File: config.mk
export PLATFORM = sky130hd
export DESIGN_NAME = cols_to_px
export DESIGN_NICKNAME = d
export VERILOG_FILES = /design/src/rtl/cols_to_px.sv
export SDC_FILE = /design/constraint.sdc
export NUM_CORES = 1
export LEC_CHECK = 0
export CAP_MARGIN = 20
export CORE_UTILIZATION = 25
export DETAILED_ROUTE_END_ITERATION = 6
export GPL_ROUTABILITY_DRIVEN = 0
export GPL_TIMING_DRIVEN = 0
export SLEW_MARGIN = 0
export SYNTH_ARGS = -nofsm -noshare
export SYNTH_HDL_FRONTEND = slang
export SYNTH_SLANG_ARGS = --single-unit
File: constraint.sdc
create_clock -name clk_i -period 4.2 [get_ports clk_i]
set_input_delay 0.84 -clock clk_i [delete_from_list [all_inputs] [get_ports clk_i]]
set_output_delay 0.84 -clock clk_i [all_outputs]
set_load 0.03 [all_outputs]
File: src/rtl/cols_to_px.sv
// Column-to-raster reorder: column beats fill one ping-pong bank while the other drains row-major, one pixel per beat.
// Latency: pixel 0 registered one edge after the last column; tready low only while both banks are full; output holds under stall.
module cols_to_px #(
   parameter int PX_WIDTH = 8,
   parameter int MAT_SIZE = 8
) (
   input  logic                                       clk_i,
   input  logic                                       rst_i,
   input  logic [((MAT_SIZE*PX_WIDTH+7)/8)*8-1:0]     video_i_tdata_i,
   input  logic                                       video_i_tvalid_i,
   output logic                                       video_i_tready_o,
   input  logic                                       video_i_tuser_i,
   input  logic                                       video_i_tlast_i,
   output logic [((PX_WIDTH+7)/8)*8-1:0]              video_o_tdata_o,
   output logic                                       video_o_tvalid_o,
   input  logic                                       video_o_tready_i,
   output logic                                       video_o_tuser_o,
   output logic                                       video_o_tlast_o,
   output logic [(PX_WIDTH+7)/8-1:0]                  video_o_tkeep_o,
   output logic [(PX_WIDTH+7)/8-1:0]                  video_o_tstrb_o
);

   localparam int OUT_W = ((PX_WIDTH + 7) / 8) * 8;
   localparam int LOG_M = $clog2(MAT_SIZE);
   localparam int IDX_W = 2 * LOG_M;
   localparam int NPX   = MAT_SIZE * MAT_SIZE;

   typedef enum logic [1:0] {
      WRITE_BUF_0_S,
      WAIT_BUF_1_EMPTY_S,
      WRITE_BUF_1_S,
      WAIT_BUF_0_EMPTY_S
   } wr_state_e;

   typedef enum logic [1:0] {
      WAIT_BUF_0_FULL_S,
      READ_BUF_0_S,
      WAIT_BUF_1_FULL_S,
      READ_BUF_1_S
   } rd_state_e;

   wr_state_e               wr_state_q, wr_state_d;
   rd_state_e               rd_state_q, rd_state_d;
   logic [LOG_M-1:0]        wr_col_q, wr_col_d;
   logic [IDX_W-1:0]        rd_idx_q, rd_idx_d;
   logic [1:0]              full_q, full_d;
   logic [1:0]              tuser_lock_q, tuser_lock_d;
   logic [1:0]              tlast_lock_q, tlast_lock_d;
   logic [PX_WIDTH-1:0]     out_dat_q, out_dat_d;
   logic                    out_vld_q, out_vld_d;
   logic                    out_usr_q, out_usr_d;
   logic                    out_lst_q, out_lst_d;
   logic [PX_WIDTH-1:0]     mem_q [2][MAT_SIZE][MAT_SIZE];

   logic                    wr_bank, rd_bank;
   logic                    wr_fire, wr_last, rd_fire, rd_last, dp_ready;
   logic [1:0]              full_set, full_clr, usr_set, lst_set;
   logic [LOG_M-1:0]        rd_row, rd_col;

   assign wr_bank  = (wr_state_q == WRITE_BUF_1_S) || (wr_state_q == WAIT_BUF_1_EMPTY_S);
   assign rd_bank  = (rd_state_q == READ_BUF_1_S)  || (rd_state_q == WAIT_BUF_1_FULL_S);
   assign video_i_tready_o = (wr_state_q == WRITE_BUF_0_S) || (wr_state_q == WRITE_BUF_1_S);
   assign wr_fire  = video_i_tready_o && video_i_tvalid_i;
   assign wr_last  = wr_fire && (wr_col_q == LOG_M'(MAT_SIZE - 1));
   assign dp_ready = !out_vld_q || video_o_tready_i;
   // A bank is readable exactly while its full flag is set, so a WAIT state can load pixel 0 on the same edge it leaves.
   assign rd_fire  = full_q[rd_bank] && dp_ready;
   assign rd_last  = rd_fire && (rd_idx_q == IDX_W'(NPX - 1));
   assign rd_row   = rd_idx_q[IDX_W-1:LOG_M];
   assign rd_col   = rd_idx_q[LOG_M-1:0];

   always_comb begin
      full_set = '0;
      full_clr = '0;
      usr_set  = '0;
      lst_set  = '0;
      if (wr_fire) begin
         if ((wr_col_q == '0) && video_i_tuser_i) usr_set[wr_bank] = 1'b1;
         if (video_i_tlast_i)                     lst_set[wr_bank] = 1'b1;
         if (wr_last)                             full_set[wr_bank] = 1'b1;
      end
      if (rd_last) full_clr[rd_bank] = 1'b1;
      full_d       = (full_q & ~full_clr) | full_set;
      tuser_lock_d = (tuser_lock_q & ~full_clr) | usr_set;
      tlast_lock_d = (tlast_lock_q & ~full_clr) | lst_set;
   end

   // Write side looks at full_d so a bank freed on this edge is writable on the very next cycle.
   always_comb begin
      wr_state_d = wr_state_q;
      wr_col_d   = wr_col_q;
      if (wr_fire) wr_col_d = wr_last ? '0 : wr_col_q + LOG_M'(1);
      case (wr_state_q)
         WRITE_BUF_0_S:      if (wr_last) wr_state_d = full_d[1] ? WAIT_BUF_1_EMPTY_S : WRITE_BUF_1_S;
         WAIT_BUF_1_EMPTY_S: if (!full_d[1]) wr_state_d = WRITE_BUF_1_S;
         WRITE_BUF_1_S:      if (wr_last) wr_state_d = full_d[0] ? WAIT_BUF_0_EMPTY_S : WRITE_BUF_0_S;
         WAIT_BUF_0_EMPTY_S: if (!full_d[0]) wr_state_d = WRITE_BUF_0_S;
         default:            wr_state_d = WRITE_BUF_0_S;
      endcase
   end

   always_comb begin
      rd_state_d = rd_state_q;
      rd_idx_d   = rd_idx_q;
      out_dat_d  = out_dat_q;
      out_vld_d  = out_vld_q;
      out_usr_d  = out_usr_q;
      out_lst_d  = out_lst_q;
      if (rd_fire) begin
         out_dat_d = mem_q[rd_bank][rd_row][rd_col];
         out_vld_d = 1'b1;
         out_usr_d = tuser_lock_q[rd_bank] && (rd_idx_q == '0);
         out_lst_d = tlast_lock_q[rd_bank] && rd_last;
         rd_idx_d  = rd_last ? '0 : rd_idx_q + IDX_W'(1);
      end else if (dp_ready) begin
         out_vld_d = 1'b0;
      end
      case (rd_state_q)
         WAIT_BUF_0_FULL_S: if (full_q[0]) rd_state_d = READ_BUF_0_S;
         READ_BUF_0_S:      if (rd_last) rd_state_d = full_q[1] ? READ_BUF_1_S : WAIT_BUF_1_FULL_S;
         WAIT_BUF_1_FULL_S: if (full_q[1]) rd_state_d = READ_BUF_1_S;
         READ_BUF_1_S:      if (rd_last) rd_state_d = full_q[0] ? READ_BUF_0_S : WAIT_BUF_0_FULL_S;
         default:           rd_state_d = WAIT_BUF_0_FULL_S;
      endcase
   end

   always_ff @(posedge clk_i or negedge rst_i) begin
      if (!rst_i) begin
         wr_state_q   <= WRITE_BUF_0_S;
         rd_state_q   <= WAIT_BUF_0_FULL_S;
         wr_col_q     <= '0;
         rd_idx_q     <= '0;
         full_q       <= '0;
         tuser_lock_q <= '0;
         tlast_lock_q <= '0;
         out_dat_q    <= '0;
         out_vld_q    <= 1'b0;
         out_usr_q    <= 1'b0;
         out_lst_q    <= 1'b0;
      end else begin
         wr_state_q   <= wr_state_d;
         rd_state_q   <= rd_state_d;
         wr_col_q     <= wr_col_d;
         rd_idx_q     <= rd_idx_d;
         full_q       <= full_d;
         tuser_lock_q <= tuser_lock_d;
         tlast_lock_q <= tlast_lock_d;
         out_dat_q    <= out_dat_d;
         out_vld_q    <= out_vld_d;
         out_usr_q    <= out_usr_d;
         out_lst_q    <= out_lst_d;
      end
   end

   // Pixel storage needs no reset: a bank is only read after all its columns have been written.
   always_ff @(posedge clk_i) begin
      if (wr_fire) begin
         for (int k = 0; k < MAT_SIZE; k++) begin
            mem_q[wr_bank][LOG_M'(k)][wr_col_q] <= video_i_tdata_i[k*PX_WIDTH +: PX_WIDTH];
         end
      end
   end

   assign video_o_tdata_o  = OUT_W'(out_dat_q);
   assign video_o_tvalid_o = out_vld_q;
   assign video_o_tuser_o  = out_usr_q;
   assign video_o_tlast_o  = out_lst_q;
   assign video_o_tkeep_o  = '1;
   assign video_o_tstrb_o  = '1;

endmodule
==> metrics.txt <==
DP Worst Slack 0.567 ns; # IOs 84; DR vias 12.1k; postcts setup bufs 0; most common cell after layout, fill and taps aside edfxtp_1; grt met3 use under 10%; first-pass GRT wire length 86900 um; Slew Viols, Final 0; first drt pass iteration count 5; CTS H-tree depth 2; Worst Skew around 0.013 ns; final worst slack around 0.60 ns; post-synthesis sequential area ratio 74.7%; maximum root-to-sink buffer count 3; Setup violations, final 0; asr flop ratio synth 5.54%; n_diodes 0; worst endpoint data arrival time 4.16 ns; HPWL Detailed about 41000 um; f_max around 0.28 GHz; largest net degree at the start of global routing 31; peak supply drop about 0.36 mV; min cycle time layout 3.60 ns; setup_tns 0 ns; Synth area leader edfxtp_1; Pleak slightly above 8 nW; Synth Instances around 1.2k; drt initial violations between 1k and 1.5k; hold buffers post-CTS 0; Max-slew headroom 23.2%; Die H roughly 300 um; Final Total Pwr 18.0 mW; vias in the first global route roughly 12k; Die W between 200 and 300 um; Core Footprint 85300 um2; PwrDens slightly below 700 nW/um2; met2 Usage GRT 22.9%; Antenna Nets Post-Route 0; DR DRC count 0; Netlist cell types 66; CTS tree done; Syn-to-layout area delta 20.4%; Synth Warn # 0; XOR/XNOR Fraction of Synth Area 0.0812%; Hold Vio Cnt, Final 0; share of the synthesized area in the top cell type between 70% and 80%; grt met1 use a little under a fifth; TritonCTS Buffers 55; #FFs+latches synth roughly 540; Area contributors post-synth edfxtp_1 71%, mux4_2 8.9%, dfrtp_1 3.5%; post-synthesis compound-gate area fraction between 4 and 5%; Worst setup EP type flop; post-synthesis cell area 21600 um2; Vias/cell between 4 and 5; most frequent cells in the layout 512 x edfxtp_1, 104 x nand2_1, 85 x mux4_2; largest family of logic cells by synthesized area multiplexers; share of cells above drive strength 1 18.2%; Root Driver clkbuf_16; fin nets 1401; RSZ-0062 raised after global routing false; critical path data required time around 4.8 ns; GRT overflow 0; adder-cell share of the synthesized area less than 1%; clock-pin slew on the worst setup and hold paths around 0.070 ns; Die ar. between 80000 and 90000 um2; most used flip-flop cell after synthesis edfxtp_1; num rows 107; Fillers roughly 8.3k; port bufs slightly below 50; FF/Latch Area roughly 16000 um2; crit share post-route between 80% and 90%; crit path max fanout 6; initial antenna violation count 1; latest clock arrival within the worst-skew pair around 0.6 ns; Simple-Gate Fraction of Synth Area 5.03%; startpoint types flop; clk sinks 542; Hold WC Path Type primary input to async pin; Avg WL per Cell 24.3 um; critical path class flop to flop; status complete, no violations; post-synthesis mux area share between 10% and 20%; Detailed Route WL about 61000 um; synthesized area per cell about 18 um2; area of the multi-input gates 5160 um2; CTS resizes 0; Total Routing Usage GR ~14%; Starting Density 25.3%; most used routing layer met2; max-cap violation count 0; worst-margin pin slew approximately 1.1 ns; Post-synth EDFFs about 500
-- worst max-delay path, stage by stage, from the launching register on --
cell and delay, ns:
dfrtp_1 0.39, inv_1 0.11, ha_1 0.27, or3b_1 0.45, a211oi_1 0.93, nand2_1 0.71
nor3_1 0.51, a211o_1 0.18
-- routing by layer --
| layer | part of all wire, % | vias up |
|---|---|---|
| met1 | 41 | 6289 |
| met5 | 0.016 | - |
| met4 | 3.9 | 2 |
| li1 | - | 5043 |
| met2 | 48 | 598 |
| met3 | 7.8 | 132 |
-- layout make-up --
class | count | share of cell area, %
well taps | 1144 | 5.51
inverters | 13 | 0.188
plain buffers | 65 | 1.47
repair buffers | 71 | 3.69
multi-input cells | 568 | 19.9
clock buffers | 63 | 5.50
clock inverters | 39 | 1.68
flip-flops and latches | 542 | 62.1
-- sequential cells by signal, summed over array words and instances, names as in the netlist --
| register | cells |
|---|---|
| tlast_lock_q | 2 |
| rd_idx_q | 6 |
| wr_state_q | 2 |
| video_o_tuser_o | 1 |
| video_o_tdata_o | 8 |
| wr_col_q | 3 |
| mem_q | 512 |
| video_o_tlast_o | 1 |
| tuser_lock_q | 2 |
| rd_state_q | 2 |
| video_o_tvalid_o | 1 |
| full_q | 2 |
-- final timing paths --
kind / slack, ns / end / cells past startpoint / start
setup reg to reg: 0.60 / video_o_tdata_o[1]$_DFFE_PN0P_ / 7 / rd_state_q[0]$_DFFE_PN0P_
min in group clk_i: 0.51 / tlast_lock_q[0]$_DFF_PN0_ / 1 / tlast_lock_q[0]$_DFF_PN0_
hold reg to reg: 0.51 / tlast_lock_q[0]$_DFF_PN0_ / 1 / tlast_lock_q[0]$_DFF_PN0_
hold / removal: 0.37 / rd_state_q[1]$_DFFE_PN0P_ / 1 / rst_i
max in group asynchronous: 3.22 / video_o_tdata_o[2]$_DFFE_PN0P_ / 1 / rst_i
setup / recovery: 0.60 / video_o_tdata_o[1]$_DFFE_PN0P_ / 7 / rd_state_q[0]$_DFFE_PN0P_
-- cells by family after synthesis --
kind of cell / Yosys count
other cells: 1
compound gates: 142
fa+ha+maj: 15
simple gates: 245
xor+xnor: 2
buf+inv: 78
flops: 542
mux: 162
-- synth_stat cells (5+ instances only) --
cell,count
a31oi_1,6
ha_1,15
clkbuf_1,26
buf_1,9
o211ai_1,6
dfrtp_1,30
nand4_1,7
mux4_2,85
inv_1,12
nor3_1,20
a21oi_1,25
o2111ai_1,7
nand2_1,104
a32oi_1,5
buf_6,7
edfxtp_1,512
mux2i_1,68
o22ai_1,9
mux2_2,9
o221ai_1,15
buf_2,12
buf_4,7
nor2_1,60
nand3_1,24
o31ai_1,5
o21ai_0,23
a32o_1,7
nand2b_1,8
-- report_power, final --
group          switching, mW  internal, mW
clock                   2.09          2.94
combinational           3.94          2.34
sequential             0.230          6.48
-- metrics by stage --
step / hold WS [ns] / area, um2 / std cells / util (%)
6_report: 0.373 / 26000 / 2505 / 30.5
5_1_grt: 0.421 / 26000 / 2505 / 30.5
4_1_cts: 0.388 / 26000 / 2505 / 30.5
3_5_place_dp: 0.482 / 24100 / 2403 / 28.3
3_3_place_gp: 0.481 / 23500 / 2381 / 27.6
2_1_floorplan: 0.465 / 21600 / 1188 / -
No activity file was read; power rests on OpenSTA's default activity.
